### src/rtl/mac_pkg.sv
// Shared types for the MAC sign-conversion datapath.
package mac_pkg;

    typedef enum logic {
        CONV_SM2TC = 1'b0,
        CONV_TC2SM = 1'b1
    } conv_mode_e;

endpackage

### src/rtl/mac_sign_conv_lane.sv
// One-lane combinational sign/magnitude <-> two's-complement converter.
// Only -2^WIDTH in 2C->SM is unrepresentable; it saturates and raises o_ovf.
module mac_sign_conv_lane
    import mac_pkg::*;
#(
    parameter int WIDTH = 10
) (
    input  conv_mode_e       i_mode,
    input  logic [WIDTH:0]   i_data,
    output logic [WIDTH:0]   o_data,
    output logic             o_ovf
);

    logic             sign;
    logic [WIDTH-1:0] mag;
    logic [WIDTH-1:0] neg_mag;

    assign sign    = i_data[WIDTH];
    assign mag     = i_data[WIDTH-1:0];
    assign neg_mag = -mag;

    always_comb begin
        o_data = i_data;
        o_ovf  = 1'b0;
        if (i_mode == CONV_SM2TC) begin
            o_data = sign ? -{1'b0, mag} : {1'b0, mag};
        end else if (sign) begin
            if (mag == '0) begin
                o_data = {1'b1, {WIDTH{1'b1}}};
                o_ovf  = 1'b1;
            end else begin
                // Low WIDTH bits of -x equal -(low bits) whenever they are nonzero.
                o_data = {1'b1, neg_mag};
            end
        end
    end

endmodule

### src/rtl/mac_sign_conv_pipe.sv
// Multi-lane pipelined SM<->2C converter with saturation flags and an overflow counter.
// Latency PIPE cycles (1 or 2), one word per cycle; o_ready is combinational from i_ready.
module mac_sign_conv_pipe
    import mac_pkg::*;
#(
    parameter int LANES = 4,
    parameter int WIDTH = 10,
    parameter int PIPE  = 2,
    parameter int CNT_W = 16
) (
    input  logic                         i_clk,
    input  logic                         i_rst_n,
    input  logic                         i_valid,
    output logic                         o_ready,
    input  logic                         i_mode,
    input  logic [LANES*(WIDTH+1)-1:0]   i_data,
    output logic                         o_valid,
    input  logic                         i_ready,
    output logic [LANES*(WIDTH+1)-1:0]   o_data,
    output logic [LANES-1:0]             o_ovf,
    input  logic                         i_cnt_clr,
    output logic [CNT_W-1:0]             o_ovf_cnt
);

    localparam int LW = WIDTH + 1;
    localparam int DW = LANES * LW;

    logic             out_adv;
    logic             src_vld;
    conv_mode_e       src_mode;
    logic [DW-1:0]    src_dat;
    logic [DW-1:0]    conv_dat;
    logic [LANES-1:0] conv_ovf;

    logic             out_vld_q;
    logic [DW-1:0]    out_dat_q;
    logic [LANES-1:0] out_ovf_q;
    logic [CNT_W-1:0] cnt_q, cnt_d;

    assign out_adv = !out_vld_q || i_ready;

    generate
        if (PIPE == 2) begin : g_pipe2
            logic          s1_vld_q;
            conv_mode_e    s1_mode_q;
            logic [DW-1:0] s1_dat_q;

            always_ff @(posedge i_clk or negedge i_rst_n) begin
                if (!i_rst_n) begin
                    s1_vld_q  <= 1'b0;
                    s1_mode_q <= CONV_SM2TC;
                    s1_dat_q  <= '0;
                end else if (o_ready) begin
                    s1_vld_q <= i_valid;
                    if (i_valid) begin
                        s1_mode_q <= conv_mode_e'(i_mode);
                        s1_dat_q  <= i_data;
                    end
                end
            end

            assign o_ready  = !s1_vld_q || out_adv;
            assign src_vld  = s1_vld_q;
            assign src_mode = s1_mode_q;
            assign src_dat  = s1_dat_q;
        end else begin : g_pipe1
            assign o_ready  = out_adv;
            assign src_vld  = i_valid;
            assign src_mode = conv_mode_e'(i_mode);
            assign src_dat  = i_data;
        end
    endgenerate

    generate
        for (genvar k = 0; k < LANES; k++) begin : g_lane
            mac_sign_conv_lane #(.WIDTH(WIDTH)) u_lane (
                .i_mode (src_mode),
                .i_data (src_dat[k*LW +: LW]),
                .o_data (conv_dat[k*LW +: LW]),
                .o_ovf  (conv_ovf[k])
            );
        end
    endgenerate

    always_ff @(posedge i_clk or negedge i_rst_n) begin
        if (!i_rst_n) begin
            out_vld_q <= 1'b0;
            out_dat_q <= '0;
            out_ovf_q <= '0;
        end else if (out_adv) begin
            out_vld_q <= src_vld;
            if (src_vld) begin
                out_dat_q <= conv_dat;
                out_ovf_q <= conv_ovf;
            end
        end
    end

    // Clear wins over a same-cycle increment; the count sticks at all-ones.
    always_comb begin
        cnt_d = cnt_q;
        if (i_cnt_clr) begin
            cnt_d = '0;
        end else if (out_vld_q && i_ready && (|out_ovf_q) && (cnt_q != {CNT_W{1'b1}})) begin
            cnt_d = cnt_q + CNT_W'(1);
        end
    end

    always_ff @(posedge i_clk or negedge i_rst_n) begin
        if (!i_rst_n) begin
            cnt_q <= '0;
        end else begin
            cnt_q <= cnt_d;
        end
    end

    assign o_valid   = out_vld_q;
    assign o_data    = out_dat_q;
    assign o_ovf     = out_ovf_q;
    assign o_ovf_cnt = cnt_q;

endmodule
### config.mk
export PLATFORM = sky130hd
export DESIGN_NAME = mac_sign_conv_pipe
export DESIGN_NICKNAME = d
export VERILOG_FILES = /design/src/rtl/mac_pkg.sv /design/src/rtl/mac_sign_conv_lane.sv /design/src/rtl/mac_sign_conv_pipe.sv
export SDC_FILE = /design/constraint.sdc
export NUM_CORES = 1
export LEC_CHECK = 0
export BUFFER_PORTS_ARGS = -buffer_cell sky130_fd_sc_hd__buf_2
export CAP_MARGIN = 15
export CORE_MARGIN = 2
export CORE_UTILIZATION = 61
export CTS_BUF_LIST = sky130_fd_sc_hd__clkbuf_8
export CTS_CLUSTER_DIAMETER = 150
export DETAILED_ROUTE_END_ITERATION = 6
export GPL_ROUTABILITY_DRIVEN = 0
export PLACE_DENSITY = 0.88
export SYNTH_ARGS = -nofsm -noshare
export SYNTH_HDL_FRONTEND = slang
export SYNTH_HIERARCHICAL = 1
export SYNTH_SLANG_ARGS = --single-unit
### constraint.sdc
create_clock -name i_clk -period 4.35 [get_ports i_clk]
set_input_delay 0.87 -clock i_clk [delete_from_list [all_inputs] [get_ports i_clk]]
set_output_delay 0.87 -clock i_clk [all_outputs]
set_load 0.02 [all_outputs]
======== After elaboration in Yosys (flattened, before gate mapping) ========
Index checks and enable logic that the tools add are counted.
storage, ports and cells
  bits in registers ....................... 111
  bits of input ports ..................... 50
operators by class
  $add $sub $neg .......................... 9
  eq/ne operators ......................... 1
  multiplexer cells ....................... 30
  reductions and logical operators ........ 15
operators with widths
  cell                   count
  $mux 11                12
  $neg 10->11            4
  $logic_not 10->1       4
  $mux 10                4
  $neg 10->10            4
  $mux 16                2
  $add 16x1->16 const B  1
  $ne 16x16->1 const B   1
  $mux 1                 12
  $reduce_and 2->1       2
  $reduce_or 4->1        1
  $logic_and 1x1->1      3
  $logic_not 1->1        2
  $logic_or 1x1->1       2
  $reduce_bool 2->1      1

======== Depth between registers and ports, before layout ========
Gate-level depths: netlist of run 1.
  word-level depth ........................ 5
  gate-level depth with buffers ........... 7
  mapped depth without buffers ............ 7

======== Modules after synthesis ========
Netlist of run 1, hierarchy kept.
modules (own cells, without submodules)
  module              times used  cells an instance  area an instance (um2)
  mac_sign_conv_pipe  1           307                4,454.3
  mac_sign_conv_lane  4           43                 270.3

======== Least setup slack after synthesis of run 1 ========
Ideal clock, no wire load.
  path type ............................... input port to flip-flop
  from .................................... input i_ready
  to ...................................... register g_pipe2.s1_dat_q[0]
  setup time .............................. 125 ps
  arrival ................................. 2,189 ps
  required time ........................... 4,225 ps
  path slack .............................. 2,037 ps
  stages .................................. 4
  path through ............................ nand3b_1 > nand2_1 > clkbuf_1 > mux2_2
between the ends
  longest elaborated chain between the ends .. 3
RTL lines
  what                        RTL line                  source
  start: declaration          mac_sign_conv_pipe.sv:18  input logic i_ready,
  $logic_or 1x1->1            mac_sign_conv_pipe.sv:40  assign out_adv = !out_vld_q || i_ready;
  $logic_or 1x1->1            mac_sign_conv_pipe.sv:62  assign o_ready = !s1_vld_q || out_adv;
  $reduce_and 2->1 (no line)  --
  end signal: assignment      mac_sign_conv_pipe.sv:57  s1_dat_q <= i_data;
  end: declaration            mac_sign_conv_pipe.sv:46  logic [DW-1:0] s1_dat_q;
Every way passes these cells.
A chain may end at the register's enable or synchronous reset.

======== Worst setup path in the final report of run 1 ========
  from .................................... input i_ready
  to ...................................... output o_ready
between the ends
  longest elaborated chain between the ends .. 2
RTL lines
  what              RTL line                  source
  $logic_or 1x1->1  mac_sign_conv_pipe.sv:40
  $logic_or 1x1->1  mac_sign_conv_pipe.sv:62
  end: declaration  mac_sign_conv_pipe.sv:14  output logic o_ready,
Every way passes these cells.

==> impl_results.html, run 1 <==
<table>
<tr><th>Metric</th><th>Value</th></tr>
<tr><th colspan="2">Status</th></tr>
<tr><td>Result of the run</td><td>completed</td></tr>
<tr><th colspan="2">Synth</th></tr>
<tr><td>Main flop type after synthesis</td><td>dfrtp_1</td></tr>
<tr><td>Yosys top cell area share</td><td>0.502</td></tr>
<tr><td>Ranking of synthesized cells by instance count</td><td>dfrtp_1 (111), mux2_2 (95), nand2_1 (51)</td></tr>
<tr><td>Post-Syn Area per Cell</td><td>11.6 um2</td></tr>
<tr><td>Cell types occupying the most area after synthesis</td><td>dfrtp_1 (50%), mux2_2 (19%), xor2_1 (3.8%)</td></tr>
<tr><td>Syn. warnings</td><td>6</td></tr>
<tr><td>Number of nets produced by synthesis</td><td>roughly 530</td></tr>
<tr><td>Total of flip-flops plus latches after synthesis</td><td>between 100 and 150</td></tr>
<tr><td>Sequential element share of the synthesized area</td><td>0.502</td></tr>
<tr><td>Cell type contributing the most total cell area after synthesis</td><td>dfrtp_1</td></tr>
<tr><td>Async set or reset register ratio after synthesis</td><td>1.00</td></tr>
<tr><td>Number of enable-type register cells in the synthesized netlist</td><td>0</td></tr>
<tr><td>Cell area after technology mapping</td><td>between 5000 and 6000 um2</td></tr>
<tr><td>Number of unique standard cell types used by synthesis</td><td>43</td></tr>
<tr><td>Cell with the most instances after synthesis</td><td>dfrtp_1</td></tr>
<tr><td>Gate Count Post-Synth</td><td>around 480</td></tr>
<tr><th colspan="2">Worst setup path</th></tr>
<tr><td>Worst path required time</td><td>3.48 ns</td></tr>
<tr><td>Reg2reg setup slack</td><td>approximately 2.2 ns</td></tr>
<tr><td>Setup Crit Path Kind</td><td>primary input to output pin</td></tr>
<tr><td>Setup crit end kind</td><td>output pin</td></tr>
<tr><td>Nature of the critical path startpoint</td><td>primary input</td></tr>
<tr><td>Crit path arrival time</td><td>1.36 ns</td></tr>
<tr><td>Critical-path maximum fanout</td><td>3</td></tr>
<tr><th colspan="2">Clock tree</th></tr>
<tr><td>Resize count post-CTS</td><td>0</td></tr>
<tr><td># H-tree levels</td><td>3</td></tr>
<tr><td>CTS Root Buffer Type</td><td>clkbuf_8</td></tr>
<tr><td>Total of hold buffers inserted after clock tree synthesis</td><td>0</td></tr>
<tr><td>Clock slew at the register clock pins of the worst setup and hold paths</td><td>about 0.10 ns</td></tr>
<tr><td>Max Buffers Root-to-Sink</td><td>2</td></tr>
<tr><td>Total clock sinks</td><td>between 100 and 150</td></tr>
<tr><td>Setup fix buffers added after clock tree synthesis</td><td>0</td></tr>
<tr><td>CTS tree</td><td>built</td></tr>
<tr><td>Worst-Skew Late Latency</td><td>roughly 0.36 ns</td></tr>
<tr><td>TritonCTS buffer count</td><td>9</td></tr>
<tr><th colspan="2">Pwr</th></tr>
<tr><td>Clock network fraction of total power</td><td>0.205</td></tr>
<tr><td>Gate power share</td><td>0.307</td></tr>
<tr><td>Switching power</td><td>roughly 1 mW</td></tr>
<tr><td>Switching share of power</td><td>0.340</td></tr>
<tr><td>Total power per unit cell area</td><td>459 nW/um2</td></tr>
<tr><td>Max VDD drop</td><td>roughly 0.25 mV</td></tr>
<tr><td>Power Internal</td><td>around 1.9 mW</td></tr>
<tr><td>Part of the total power dissipated in sequential elements</td><td>0.487</td></tr>
<tr><td>Reported leakage power</td><td>3.01 nW</td></tr>
<tr><th colspan="2">Job</th></tr>
<tr><td>Maximum capacitance violations</td><td>0</td></tr>
<tr><th colspan="2">Timing</th></tr>
<tr><td>Final setup violation count</td><td>0</td></tr>
<tr><td>Highest attainable clock frequency</td><td>between 400 and 500 MHz</td></tr>
<tr><td>Tightest Pin Transition</td><td>~1.1 ns</td></tr>
<tr><td>RSZ-0062 raised after global routing</td><td>false</td></tr>
<tr><td>Crit path time final</td><td>2.23 ns</td></tr>
<tr><td>Final count of pins violating max slew</td><td>0</td></tr>
<tr><td>Max-Slew Margin vs Limit</td><td>0.292</td></tr>
<tr><td>Fin Clk Skew</td><td>about 0.010 ns</td></tr>
<tr><td>Final hold viol count</td><td>0</td></tr>
<tr><td>Tcrit/Tclk final</td><td>0.512</td></tr>
<tr><td>Total Neg Setup Slack</td><td>0 ns</td></tr>
<tr><th colspan="2">Placed design</th></tr>
<tr><td>Inst Count DP</td><td>682</td></tr>
<tr><td>Placed instance area</td><td>approximately 6200 um2</td></tr>
<tr><td>Count of input and output buffers</td><td>approximately 120</td></tr>
<tr><td>Dpl hpwl</td><td>8.27 mm</td></tr>
<tr><th colspan="2">Finish</th></tr>
<tr><td>FILL cells</td><td>just over 600</td></tr>
<tr><td>Inserted Diodes</td><td>0</td></tr>
<tr><td>Fraction of layout instances using a drive strength above 1</td><td>0.414</td></tr>
<tr><td>Utilization after layout</td><td>0.731</td></tr>
<tr><td>Final nets</td><td>between 600 and 700</td></tr>
<tr><td>Area added between synthesis and finish</td><td>15.7%</td></tr>
<tr><td>Post-route cell area</td><td>~6400 um2</td></tr>
<tr><td>Count of placed standard cells in the final layout, fillers left out</td><td>roughly 700</td></tr>
<tr><th colspan="2">Die</th></tr>
<tr><td>Starting density of the core</td><td>0.632</td></tr>
<tr><td>Placement row count</td><td>34</td></tr>
<tr><td>Boundary pin count</td><td>roughly 120</td></tr>
<tr><td>Die Span X</td><td>slightly below 100 um</td></tr>
<tr><td>Die Height</td><td>slightly below 100 um</td></tr>
<tr><td>Core box area</td><td>approximately 8800 um2</td></tr>
<tr><td>Total die area</td><td>just under 10,000 um2</td></tr>
<tr><th colspan="2">Routing</th></tr>
<tr><td>Final antenna-violating net count</td><td>0</td></tr>
<tr><td>Router iterations before antenna repair</td><td>5</td></tr>
<tr><td>DR vias</td><td>~4.2k</td></tr>
<tr><td>Iteration-0 DRC count of the detailed router</td><td>about 150</td></tr>
<tr><td>Total length of routed wires</td><td>11.7 mm</td></tr>
<tr><td>Post-detailed-route wirelength per cell</td><td>16.7 um</td></tr>
<tr><td>DRC violations left</td><td>0</td></tr>
<tr><td>Detail-routed via count per cell</td><td>roughly 6.0</td></tr>
<tr><th colspan="2">Global routing</th></tr>
<tr><td>Largest net degree at the start of global routing</td><td>88</td></tr>
<tr><td>Number of antenna violations at the first check in global routing</td><td>0</td></tr>
<tr><td>Global-route wire length before repair</td><td>19.2 mm</td></tr>
<tr><td>Overall overflow remaining after global route</td><td>0</td></tr>
<tr><td>Vias in the first global route</td><td>3,978</td></tr>
<tr><td>Global routing usage summed across all routing layers</td><td>0.240</td></tr>
<tr><th colspan="2">Hold path</th></tr>
<tr><td>Tightest Hold Check Type</td><td>primary input to asynchronous set/reset pin</td></tr>
</table>
cell usage in the layout, fill, tap and decap left out, types with 9 or more instances in the layout:
cell,count
dfrtp_1,111
a211oi_1,9
xor2_1,24
inv_1,13
mux2_2,95
nand2_1,49
a21oi_1,12
o31ai_1,17
o21ai_0,10
clkbuf_8,10
nor2_1,19
buf_2,114
area by class of cell:
cell class,instances,area [um2],share of cell area
inverters,13,48.8,0.00762
repair buffers,118,633,0.0989
well taps,108,135,0.0211
clock buffers,10,138,0.0215
multi-input cells,334,2620,0.410
clock inverters,4,47.5,0.00743
flip-flops and latches,111,2780,0.434
worst max-delay path, cell delays in order:
cell      delay (ns)
buf_2           0.11
nand3b_1        0.19
buf_2           0.19
power groups by stage:
stage / Sequential, mW / Clock (mW) / Combinational, mW
final: 1.43 / 0.603 / 0.902
after global routing: 1.46 / 0.654 / 0.981
after CTS: 1.43 / 0.609 / 0.910
after detailed placement: 1.45 / 0 / 0.905
after global placement: 1.43 / 0 / 0.872
after floorplan: 1.60 / 0 / 0.435
metrics by stage:
| stage | hold WS (ns) | setup WS, ns | power, mW |
|---|---|---|---|
| 2_1_floorplan | 0.457 | 2.04 | 2.03 |
| 3_3_place_gp | 0.484 | 1.84 | 2.31 |
| 3_5_place_dp | 0.488 | 1.77 | 2.35 |
| 4_1_cts | 0.510 | 2.13 | 2.95 |
| 5_1_grt | 0.398 | 1.97 | 3.10 |
| 6_report | 0.396 | 2.12 | 2.94 |
metal layers:
layer | vias up | wire, um | share of wire | GRT usage
met3 | 20 | 712 | 0.061 | 0.0415
met4 | 0 | 219 | 0.019 | 0.0864
li1 | 1942 | - | - | -
met2 | 163 | 5870 | 0.50 | 0.401
met5 | - | 0 | 0 | 0
met1 | 2037 | 4870 | 0.42 | 0.318
logic make-up (layout without fill, tap and decap cells):
group	after synthesis	after routing	share of synthesized area
simple gates	140	140	0.142
flops	111	111	0.502
mux	95	95	0.193
compound gates	66	66	0.0823
buf+inv	34	145	0.0253
xor+xnor	28	28	0.0443
fa+ha+maj	5	5	0.0113
sequential cells by signal (all words and copies together), names as in the netlist:
signal,flops
o_ovf,4
o_valid,1
o_data,44
o_ovf_cnt,16
g_pipe2.s1_vld_q,1
g_pipe2.s1_dat_q,44
g_pipe2.s1_mode_q,1
worst paths after layout:
path                                              from                        to  depth (start not counted)
min in group i_clk              o_data[25]$_DFFE_PN0P_    o_data[25]$_DFFE_PN0P_                          1
worst min register to register  o_data[25]$_DFFE_PN0P_    o_data[25]$_DFFE_PN0P_                          1
max in group asynchronous                      i_rst_n    o_data[33]$_DFFE_PN0P_                          3
worst min-delay path                           i_rst_n    o_data[27]$_DFFE_PN0P_                          1
worst max-delay path                           i_ready                   o_ready                          3
worst max register to register    o_ovf[1]$_DFFE_PN0P_  o_ovf_cnt[5]$_DFFE_PN0P_                          4
No activity file was read; power rests on OpenSTA's default activity.
==> run 2: changes to the inputs <==
--- a/config.mk
+++ b/config.mk
@@ -5,15 +5,16 @@
 export SDC_FILE = /design/constraint.sdc
 export NUM_CORES = 1
 export LEC_CHECK = 0
+export ABC_AREA = 1
 export BUFFER_PORTS_ARGS = -buffer_cell sky130_fd_sc_hd__buf_2
 export CAP_MARGIN = 15
 export CORE_MARGIN = 2
-export CORE_UTILIZATION = 61
+export CORE_UTILIZATION = 58
 export CTS_BUF_LIST = sky130_fd_sc_hd__clkbuf_8
 export CTS_CLUSTER_DIAMETER = 150
 export DETAILED_ROUTE_END_ITERATION = 6
 export GPL_ROUTABILITY_DRIVEN = 0
-export PLACE_DENSITY = 0.88
+export PLACE_DENSITY = 0.83
 export SYNTH_ARGS = -nofsm -noshare
 export SYNTH_HDL_FRONTEND = slang
 export SYNTH_HIERARCHICAL = 1
==> constraint.sdc (replaced) <==
create_clock -name i_clk -period 2.2 [get_ports i_clk]
set_input_delay 0.44 -clock i_clk [delete_from_list [all_inputs] [get_ports i_clk]]
set_output_delay 0.44 -clock i_clk [all_outputs]
set_load 0.02 [all_outputs]
==> impl_results.html, run 2 <==
<table>
<tr><th>Metric</th><th>Value</th></tr>
<tr><th colspan="2">Pwr</th></tr>
<tr><td>Switching power</td><td>2.42 mW (+140%)</td></tr>
<tr><td>Switching share of power</td><td>0.382 (+0.0426)</td></tr>
<tr><td>Reported leakage power</td><td>3.63 nW (+20%)</td></tr>
<tr><td>Max VDD drop</td><td>0.593 mV (+140%)</td></tr>
<tr><td>Power Internal</td><td>3.91 mW (+100%)</td></tr>
<tr><td>Part of the total power dissipated in sequential elements</td><td>0.470 (-0.017)</td></tr>
<tr><td>Total power per unit cell area</td><td>913 nW/um2 (+99%)</td></tr>
<tr><td>Overall power</td><td>6.34 mW (+120%)</td></tr>
<tr><td>Clock network fraction of total power</td><td>0.182 (-0.023)</td></tr>
<tr><td>Gate power share</td><td>0.348 (+0.041)</td></tr>
<tr><th colspan="2">Global routing</th></tr>
<tr><td>Met1 Usage GRT</td><td>0.302 (-0.0156)</td></tr>
<tr><td>Overall overflow remaining after global route</td><td>0 (unchanged)</td></tr>
<tr><td>Largest net degree at the start of global routing</td><td>50 (-43%)</td></tr>
<tr><td>Global route hottest layer</td><td>met2</td></tr>
<tr><td>Number of antenna violations at the first check in global routing</td><td>0 (unchanged)</td></tr>
<tr><td>Grt met2 use</td><td>0.428 (+0.0264)</td></tr>
<tr><td>Global routing usage summed across all routing layers</td><td>0.244 (+0.00366)</td></tr>
<tr><td>Met3 layer usage reported by global route</td><td>0.0460 (+0.00452)</td></tr>
<tr><td>Global-route wire length before repair</td><td>21.8 mm (+14%)</td></tr>
<tr><td>Vias in the first global route</td><td>4,805 (+21%)</td></tr>
<tr><th colspan="2">Finish</th></tr>
<tr><td>FILL cells</td><td>826 (+36%)</td></tr>
<tr><td>Area added between synthesis and finish</td><td>14.5%</td></tr>
<tr><td>Final nets</td><td>819 (+28%)</td></tr>
<tr><td>Most common cell after layout, fill and taps aside</td><td>nand2_1</td></tr>
<tr><td>Fraction of layout instances using a drive strength above 1</td><td>0.256 (-0.157)</td></tr>
<tr><td>Inserted Diodes</td><td>0 (unchanged)</td></tr>
<tr><td>Most frequent cells in the layout</td><td>nand2_1 (164), buf_2 (114), dfrtp_1 (111)</td></tr>
<tr><th colspan="2">Worst setup path</th></tr>
<tr><td>Setup Crit Path Kind</td><td>register to register</td></tr>
<tr><td>Worst path required time</td><td>2.47 ns (-1.01 ns)</td></tr>
<tr><td>Critical-path maximum fanout</td><td>3 (unchanged)</td></tr>
<tr><td>Setup crit end kind</td><td>register</td></tr>
<tr><td>Crit path arrival time</td><td>1.98 ns (+0.62 ns)</td></tr>
<tr><td>Crit path from</td><td>g_pipe2.s1_dat_q[22]$_DFFE_PN0P_</td></tr>
<tr><td>Nature of the critical path startpoint</td><td>register</td></tr>
<tr><td>Launch instance of the worst register-to-register path</td><td>g_pipe2.s1_dat_q[22]$_DFFE_PN0P_</td></tr>
<tr><th colspan="2">Die</th></tr>
<tr><td>Die Span X</td><td>106 um (+7.0%)</td></tr>
<tr><td>Starting density of the core</td><td>0.593 (-0.0390)</td></tr>
<tr><td>Boundary pin count</td><td>116 (unchanged)</td></tr>
<tr><td>Total die area</td><td>11,300 um2 (+15%)</td></tr>
<tr><td>Die Height</td><td>106 um (+7.0%)</td></tr>
<tr><td>Core box area</td><td>10,200 um2 (+17%)</td></tr>
<tr><td>Placement row count</td><td>37 (+8.8%)</td></tr>
<tr><th colspan="2">Synth</th></tr>
<tr><td>Post-synthesis compound-gate area fraction</td><td>0.0124 (-0.0699)</td></tr>
<tr><td>Post-Syn Area per Cell</td><td>9.26 um2 (-20%)</td></tr>
<tr><td>Cell area after technology mapping</td><td>6060 um2 (+9.5%)</td></tr>
<tr><td>Total of flip-flops plus latches after synthesis</td><td>111 (unchanged)</td></tr>
<tr><td>Multiplexer fraction of the synthesized cell area</td><td>0.169 (-0.0243)</td></tr>
<tr><td>Adder-Cell Fraction of Synth Area</td><td>0.0103 (-0.000984)</td></tr>
<tr><td>Number of unique standard cell types used by synthesis</td><td>23 (-47%)</td></tr>
<tr><td>Async set or reset register ratio after synthesis</td><td>1.00 (unchanged)</td></tr>
<tr><td>Sequential element share of the synthesized area</td><td>0.458 (-0.0437)</td></tr>
<tr><td>Number of nets produced by synthesis</td><td>710 (+33%)</td></tr>
<tr><td>Fraction of synthesized cell area in xor and xnor cells</td><td>0.0173 (-0.0270)</td></tr>
<tr><td>Main combinational cell family by area after synthesis</td><td>simple AND/OR/NAND/NOR gates</td></tr>
<tr><td>Ranking of synthesized cells by instance count</td><td>nand2_1 (165), dfrtp_1 (111), mux2_1 (84)</td></tr>
<tr><td>Yosys top cell area share</td><td>0.458 (-0.0437)</td></tr>
<tr><td>Gate Count Post-Synth</td><td>655 (+37%)</td></tr>
<tr><td>Cell with the most instances after synthesis</td><td>nand2_1</td></tr>
<tr><td>Cell types occupying the most area after synthesis</td><td>dfrtp_1 (46%), mux2_1 (16%), nand2_1 (10%)</td></tr>
<tr><td>Basic-gate share of the synthesized area counting and, or, nand and nor cells</td><td>0.262 (+0.121)</td></tr>
<tr><td>Main flop type after synthesis</td><td>dfrtp_1</td></tr>
<tr><td>Cell type contributing the most total cell area after synthesis</td><td>dfrtp_1</td></tr>
<tr><td>Number of enable-type register cells in the synthesized netlist</td><td>0 (unchanged)</td></tr>
<tr><td>Syn. warnings</td><td>6 (unchanged)</td></tr>
<tr><th colspan="2">Timing</th></tr>
<tr><td>Tcrit/Tclk final</td><td>0.778</td></tr>
<tr><td>Highest attainable clock frequency</td><td>just under 600 MHz</td></tr>
<tr><td>Total Neg Setup Slack</td><td>0 ns (unchanged)</td></tr>
<tr><td>Final setup violation count</td><td>0 (unchanged)</td></tr>
<tr><td>Max-Slew Margin vs Limit</td><td>0.634 (+0.342)</td></tr>
<tr><td>Final hold viol count</td><td>0 (unchanged)</td></tr>
<tr><td>Tightest Pin Transition</td><td>0.549 ns (-0.503 ns)</td></tr>
<tr><td>Fin Clk Skew</td><td>0.0149 ns (+0.00447 ns)</td></tr>
<tr><td>RSZ-0062 raised after global routing</td><td>false</td></tr>
<tr><td>Final count of pins violating max slew</td><td>0 (unchanged)</td></tr>
<tr><td>Crit path time final</td><td>1.71 ns</td></tr>
<tr><th colspan="2">Routing</th></tr>
<tr><td>DR vias</td><td>4,805 (+15%)</td></tr>
<tr><td>Detail-routed via count per cell</td><td>5.31 (-11%)</td></tr>
<tr><td>Total length of routed wires</td><td>12.9 mm (+10%)</td></tr>
<tr><td>DRC violations left</td><td>0 (unchanged)</td></tr>
<tr><td>Post-detailed-route wirelength per cell</td><td>14.2 um (-15%)</td></tr>
<tr><td>Router iterations before antenna repair</td><td>4 (-1)</td></tr>
<tr><td>Final antenna-violating net count</td><td>0 (unchanged)</td></tr>
<tr><td>Iteration-0 DRC count of the detailed router</td><td>214 (+41%)</td></tr>
<tr><th colspan="2">Clock tree</th></tr>
<tr><td>Resize count post-CTS</td><td>0 (unchanged)</td></tr>
<tr><td>TritonCTS buffer count</td><td>9 (unchanged)</td></tr>
<tr><td>Worst-Skew Late Latency</td><td>0.39 ns (+0.03 ns)</td></tr>
<tr><td>Clock slew at the register clock pins of the worst setup and hold paths</td><td>0.11 ns (about the same)</td></tr>
<tr><td>Total clock sinks</td><td>111 (unchanged)</td></tr>
<tr><td>Total of hold buffers inserted after clock tree synthesis</td><td>1 (+1)</td></tr>
<tr><td>Setup fix buffers added after clock tree synthesis</td><td>0 (unchanged)</td></tr>
<tr><td>CTS Root Buffer Type</td><td>clkbuf_8</td></tr>
<tr><td># H-tree levels</td><td>3 (unchanged)</td></tr>
<tr><td>Max Buffers Root-to-Sink</td><td>2 (unchanged)</td></tr>
<tr><td>CTS tree</td><td>built</td></tr>
<tr><th colspan="2">Placed design</th></tr>
<tr><td>Dpl hpwl</td><td>9.70 mm (+17%)</td></tr>
<tr><td>Count of input and output buffers</td><td>115 (unchanged)</td></tr>
<tr><th colspan="2">Job</th></tr>
<tr><td>Maximum capacitance violations</td><td>0 (unchanged)</td></tr>
<tr><th colspan="2">Status</th></tr>
<tr><td>Result of the run</td><td>completed</td></tr>
<tr><th colspan="2">Hold path</th></tr>
<tr><td>Tightest Hold Check Type</td><td>primary input to register</td></tr>
<tr><td>Worst min-delay path startpoint</td><td>i_data[40]</td></tr>
</table>
-- run 2: cell types whose count changed after synthesis, moves of 10 or more --
| cell | previous run | this run |
|---|---|---|
| nand2_1 | 51 | 165 |
| mux2_2 | 95 | 7 |
| mux2_1 | 0 | 84 |
| inv_1 | 13 | 73 |
| nand3_1 | 7 | 49 |
| nor2_1 | 19 | 43 |
| nand3_2 | 0 | 20 |
| o31ai_1 | 17 | 0 |
| buf_2 | 2 | 18 |
| clkbuf_1 | 17 | 1 |
| xor2_1 | 24 | 12 |
| nand2_2 | 0 | 10 |
| nand4_1 | 3 | 13 |
-- run 2: critical path, stage by stage, from the launching register on --
cell and delay, ns:
dfrtp_1 0.39, inv_1 0.10, ha_1 0.18, inv_1 0.07, nor2_1 0.12, nand3_1 0.13, nand2_1 0.13, nand2_1 0.06
nand2_1 0.07, nand3_2 0.05, mux2_1 0.29
-- run 2: kinds of logic after synthesis --
family          Yosys count
simple gates            323
fa+ha+maj                 5
buf+inv                  98
mux                      91
flops                   111
xor+xnor                 12
compound gates           15
-- run 2: worst paths after layout --
kind | slack (ns) | depth (start not counted) | to
max | 0.49 | 10 | o_data[30]$_DFFE_PN0P_
min | 0.26 | 2 | g_pipe2.s1_dat_q[40]$_DFFE_PN0P_
max reg2reg | 0.49 | 10 | o_data[30]$_DFFE_PN0P_
min reg2reg | 0.50 | 1 | o_data[35]$_DFFE_PN0P_
max in group asynchronous | 1.19 | 3 | o_data[35]$_DFFE_PN0P_
min in group asynchronous | 0.48 | 2 | o_data[13]$_DFFE_PN0P_
-- run 2: cell type report --
class / instances / area [um2] / share of cell area
inverter: 74 / 278 / 0.0400
clock buffer: 11 / 151 / 0.0218
multi-input combinational: 446 / 2860 / 0.412
timing repair buffer: 122 / 671 / 0.0966
tap: 136 / 170 / 0.0245
sequential: 111 / 2780 / 0.400
clock inverter: 5 / 32.5 / 0.00469
-- run 2: power groups by stage --
stage | clock network [mW] | registers, mW | logic [mW]
CTS | 1.18 | 2.98 | 2.23
global route | 1.25 | 3.05 | 2.43
finish | 1.15 | 2.98 | 2.21
global placement | 0 | 2.98 | 2.14
detailed placement | 0 | 3.02 | 2.22
floorplan | 0 | 3.37 | 1.08
-- run 2: layer usage --
metal / routed length (um) / share of wire
met3: 661 / 0.051
met4: 203 / 0.016
met2: 6660 / 0.52
met5: 0 / 0
met1: 5330 / 0.41
-- run 2: stage by stage --
| stage | hold slack [ns] | cells | util | cell area (um2) | worst slack [ns] |
|---|---|---|---|---|---|
| final | 0.256 | 905 | 0.678 | 6940 | 0.489 |
| after global routing | 0.256 | 905 | 0.678 | 6940 | 0.305 |
| after global placement | 0.320 | 888 | 0.659 | 6750 | 0.497 |
| after detailed placement | 0.322 | 888 | 0.659 | 6750 | 0.464 |
| after floorplan | 0.144 | 655 | - | 6060 | 0.518 |
| after CTS | 0.246 | 905 | 0.678 | 6940 | 0.493 |
==> run 3: changes to the inputs <==
--- a/config.mk
+++ b/config.mk
@@ -5,11 +5,11 @@
 export SDC_FILE = /design/constraint.sdc
 export NUM_CORES = 1
 export LEC_CHECK = 0
-export ABC_AREA = 1
+export ABC_AREA = 0
 export BUFFER_PORTS_ARGS = -buffer_cell sky130_fd_sc_hd__buf_2
 export CAP_MARGIN = 15
 export CORE_MARGIN = 2
-export CORE_UTILIZATION = 58
+export CORE_UTILIZATION = 57
 export CTS_BUF_LIST = sky130_fd_sc_hd__clkbuf_8
 export CTS_CLUSTER_DIAMETER = 150
 export DETAILED_ROUTE_END_ITERATION = 6
==> constraint.sdc (replaced) <==
create_clock -name i_clk -period 1.6 [get_ports i_clk]
set_input_delay 0.32 -clock i_clk [delete_from_list [all_inputs] [get_ports i_clk]]
set_output_delay 0.32 -clock i_clk [all_outputs]
set_load 0.02 [all_outputs]
==> impl_results.html, run 3 (same netlist as run 1, synthesis figures left out) <==
<table>
<tr><th>Metric</th><th>Value</th></tr>
<tr><th colspan="2">Worst setup path</th></tr>
<tr><td>Setup crit end kind</td><td>register</td></tr>
<tr><td>Reg2reg path depth</td><td>7 (-3)</td></tr>
<tr><td>Slowest cell on the critical path</td><td>dfrtp_1</td></tr>
<tr><td>Number of buffers and inverters on the critical path</td><td>1 (-1)</td></tr>
<tr><td>Worst path required time</td><td>1.86 ns (-0.61 ns)</td></tr>
<tr><td>Critical path's largest stage delay</td><td>0.43 ns (+0.04 ns)</td></tr>
<tr><td>Reg2reg setup slack</td><td>-0.46 ns (-0.95 ns)</td></tr>
<tr><td>Crit path arrival time</td><td>2.32 ns (+0.34 ns)</td></tr>
<tr><td>Critical R2R Capture</td><td>o_data[19]$_DFFE_PN0P_</td></tr>
<tr><td>Nature of the critical path startpoint</td><td>register</td></tr>
<tr><td>Setup Crit Path Kind</td><td>register to register</td></tr>
<tr><td>Launch instance of the worst register-to-register path</td><td>g_pipe2.s1_dat_q[12]$_DFFE_PN0P_</td></tr>
<tr><td>Critical-path maximum fanout</td><td>4 (+1)</td></tr>
<tr><td>Top cell family by delay on the critical path</td><td>simple AND/OR/NAND/NOR gates</td></tr>
<tr><td>List of cells traversed by the critical path</td><td>inv_2 -&gt; ha_4 -&gt; or3b_4 -&gt; o41ai_4 -&gt; xor2_1 -&gt; nand2_1 -&gt; mux2_4</td></tr>
<tr><th colspan="2">Routing</th></tr>
<tr><td>DR vias</td><td>5,660 (+18%)</td></tr>
<tr><td>Post-detailed-route wirelength per cell</td><td>25.5 um (+79%)</td></tr>
<tr><td>Final antenna-violating net count</td><td>0 (unchanged)</td></tr>
<tr><td>DRC violations left</td><td>0 (unchanged)</td></tr>
<tr><td>Detail-routed via count per cell</td><td>6.41 (+21%)</td></tr>
<tr><td>Router iterations before antenna repair</td><td>5 (+1)</td></tr>
<tr><td>Iteration-0 DRC count of the detailed router</td><td>331 (+55%)</td></tr>
<tr><td>Total length of routed wires</td><td>22.5 mm (+75%)</td></tr>
<tr><th colspan="2">Pwr</th></tr>
<tr><td>Clock network fraction of total power</td><td>0.184 (+0.002)</td></tr>
<tr><td>Switching power</td><td>3.65 mW (+51%)</td></tr>
<tr><td>Switching share of power</td><td>0.379 (-0.00299)</td></tr>
<tr><td>Max VDD drop</td><td>1.11 mV (+87%)</td></tr>
<tr><td>Total power per unit cell area</td><td>1100 nW/um2 (+21%)</td></tr>
<tr><td>Reported leakage power</td><td>4.07 nW (+12%)</td></tr>
<tr><td>Part of the total power dissipated in sequential elements</td><td>0.414 (-0.056)</td></tr>
<tr><td>Overall power</td><td>9.61 mW (+52%)</td></tr>
<tr><td>Gate power share</td><td>0.402 (+0.054)</td></tr>
<tr><td>Power Internal</td><td>5.97 mW (+52%)</td></tr>
<tr><th colspan="2">Finish</th></tr>
<tr><td>Fraction of layout instances using a drive strength above 1</td><td>0.709 (+0.453)</td></tr>
<tr><td>Most frequent cells in the layout</td><td>buf_4 (125), buf_2 (113), dfrtp_1 (91)</td></tr>
<tr><td>Utilization after layout</td><td>0.936 (+0.258)</td></tr>
<tr><td>FILL cells</td><td>275 (-67%)</td></tr>
<tr><td>Most common cell after layout, fill and taps aside</td><td>buf_4</td></tr>
<tr><td>Area added between synthesis and finish</td><td>57.7%</td></tr>
<tr><td>Final nets</td><td>803 (-2.0%)</td></tr>
<tr><th colspan="2">Timing</th></tr>
<tr><td>Max-Slew Margin vs Limit</td><td>0.453 (-0.181)</td></tr>
<tr><td>Crit path time final</td><td>2.06 ns (+0.354 ns)</td></tr>
<tr><td>Hold slack final</td><td>0.166 ns (-0.0894 ns)</td></tr>
<tr><td>Total Neg Setup Slack</td><td>-28.21 ns (-28.21 ns)</td></tr>
<tr><td>Final hold viol count</td><td>0 (unchanged)</td></tr>
<tr><td>Tcrit/Tclk final</td><td>1.29 (+0.513)</td></tr>
<tr><td>Tightest Pin Transition</td><td>0.820 ns (+0.271 ns)</td></tr>
<tr><td>Highest attainable clock frequency</td><td>484 MHz (-17%)</td></tr>
<tr><td>Final setup slack of the worst path</td><td>-0.464 ns (-0.954 ns)</td></tr>
<tr><td>Final setup violation count</td><td>110 (+110)</td></tr>
<tr><td>RSZ-0062 raised after global routing</td><td>true</td></tr>
<tr><td>Final count of pins violating max slew</td><td>0 (unchanged)</td></tr>
<tr><td>Fin Clk Skew</td><td>0.0153 ns (+0.000362 ns)</td></tr>
<tr><th colspan="2">Global routing</th></tr>
<tr><td>Number of antenna violations at the first check in global routing</td><td>0 (unchanged)</td></tr>
<tr><td>Met1 Usage GRT</td><td>0.396 (+0.0942)</td></tr>
<tr><td>Global-route wire length before repair</td><td>27.3 mm (+25%)</td></tr>
<tr><td>Largest net degree at the start of global routing</td><td>75 (+50%)</td></tr>
<tr><td>Grt met2 use</td><td>0.594 (+0.167)</td></tr>
<tr><td>Met3 layer usage reported by global route</td><td>0.0732 (+0.0272)</td></tr>
<tr><td>Global routing usage summed across all routing layers</td><td>0.343 (+0.0991)</td></tr>
<tr><td>Overall overflow remaining after global route</td><td>0 (unchanged)</td></tr>
<tr><td>Global route hottest layer</td><td>met2</td></tr>
<tr><td>Vias in the first global route</td><td>5,422 (+13%)</td></tr>
<tr><th colspan="2">Clock tree</th></tr>
<tr><td>Clock slew at the register clock pins of the worst setup and hold paths</td><td>0.11 ns (about the same)</td></tr>
<tr><td>Max Buffers Root-to-Sink</td><td>2 (unchanged)</td></tr>
<tr><td>TritonCTS buffer count</td><td>9 (unchanged)</td></tr>
<tr><td>Total clock sinks</td><td>111 (unchanged)</td></tr>
<tr><td># H-tree levels</td><td>3 (unchanged)</td></tr>
<tr><td>CTS Root Buffer Type</td><td>clkbuf_8</td></tr>
<tr><td>CTS tree</td><td>built</td></tr>
<tr><td>Worst-Skew Late Latency</td><td>0.38 ns (about the same)</td></tr>
<tr><th colspan="2">Die</th></tr>
<tr><td>Starting density of the core</td><td>0.593 (+0.000789)</td></tr>
<tr><td>Placement row count</td><td>35 (-5.4%)</td></tr>
<tr><td>Total die area</td><td>10,500 um2 (-6.8%)</td></tr>
<tr><td>Die Span X</td><td>103 um (-3.5%)</td></tr>
<tr><td>Boundary pin count</td><td>116 (unchanged)</td></tr>
<tr><td>Core box area</td><td>9330 um2 (-8.8%)</td></tr>
<tr><td>Die Height</td><td>103 um (-3.5%)</td></tr>
<tr><th colspan="2">Status</th></tr>
<tr><td>Violated checks</td><td>negative setup slack</td></tr>
<tr><td>Result of the run</td><td>finished, violations left</td></tr>
<tr><th colspan="2">Hold path</th></tr>
<tr><td>Tightest Hold Check Type</td><td>primary input to register</td></tr>
<tr><td>Worst min-delay path startpoint</td><td>i_data[15]</td></tr>
<tr><td>Hold worst-path end</td><td>g_pipe2.s1_dat_q[15]$_DFFE_PN0P_</td></tr>
<tr><td>Hold Path Stages</td><td>2 (unchanged)</td></tr>
<tr><th colspan="2">Placed design</th></tr>
<tr><td>Dpl hpwl</td><td>9.83 mm (+1.4%)</td></tr>
<tr><td>Count of input and output buffers</td><td>115 (unchanged)</td></tr>
<tr><th colspan="2">Job</th></tr>
<tr><td>Maximum capacitance violations</td><td>0 (unchanged)</td></tr>
</table>
[run 3: per-stage QoR]
stage / cells / cell area (um2) / setup WS, ns
5_1_grt: 882 / 8730 / -0.505
6_report: 883 / 8730 / -0.464
3_3_place_gp: 800 / 7270 / -0.288
4_1_cts: 858 / 8230 / -0.331
3_5_place_dp: 800 / 7270 / -0.368
2_1_floorplan: 479 / 5850 / -0.243
[run 3: worst register-to-register path, cell delays in order, from the launching register on]
cell,delay [ns]
dfrtp_1,0.43
inv_2,0.10
ha_4,0.14
or3b_4,0.43
o41ai_4,0.25
xor2_1,0.22
nand2_1,0.10
mux2_4,0.28
[run 3: cell type report]
class | count | area (um2) | area share
multi-input combinational | 338 | 3520 | 0.403
tap | 129 | 161 | 0.0185
antenna | 1 | 2.50 | 0.000287
timing repair buffer | 275 | 1990 | 0.228
inverter | 13 | 48.8 | 0.00559
sequential | 111 | 2800 | 0.321
clock buffer | 9 | 124 | 0.0142
clock inverter | 7 | 78.8 | 0.00903
[run 3: power by group through the flow]
stage	Clock, mW	Combinational, mW	Sequential (mW)
after detailed placement	0	2.99	3.88
after floorplan	0	1.30	4.38
after global routing	1.88	4.03	4.01
after CTS	1.76	3.32	3.86
final	1.77	3.87	3.98
after global placement	0	2.89	3.83
[run 3: how the worst max path moves through the flow]
stage                                      endpoint  cells after the start  slack [ns]                             start
after floorplan           o_ovf_cnt[11]$_DFFE_PN0P_                      5       -0.24          o_ovf_cnt[5]$_DFFE_PN0P_
after global placement       o_data[41]$_DFFE_PN0P_                      7       -0.29  g_pipe2.s1_dat_q[33]$_DFFE_PN0P_
after detailed placement     o_data[30]$_DFFE_PN0P_                      7       -0.37  g_pipe2.s1_dat_q[22]$_DFFE_PN0P_
after CTS                    o_data[32]$_DFFE_PN0P_                      7       -0.33  g_pipe2.s1_dat_q[22]$_DFFE_PN0P_
after global routing         o_data[17]$_DFFE_PN0P_                      8       -0.51  g_pipe2.s1_dat_q[11]$_DFFE_PN0P_
final                        o_data[19]$_DFFE_PN0P_                      7       -0.46  g_pipe2.s1_dat_q[12]$_DFFE_PN0P_
[run 3: per-layer routing]
metal / wire (um) / vias to the layer above / part of all wire
met4: 1590 / 0 / 0.071
met1: 7780 / 2772 / 0.35
met5: 0 / - / 0
met3: 1960 / 159 / 0.087
met2: 11200 / 444 / 0.50
li1: - / 2285 / -
[run 3: timing repair]
item	4_1_cts	5_1_grt
hold endpoints to repair	74	0
hold buffers	1	0
resized for setup	90	75
pin swaps	50	65
buffers inserted	39	28
setup endpoints to repair	62	99
gates cloned	4	2
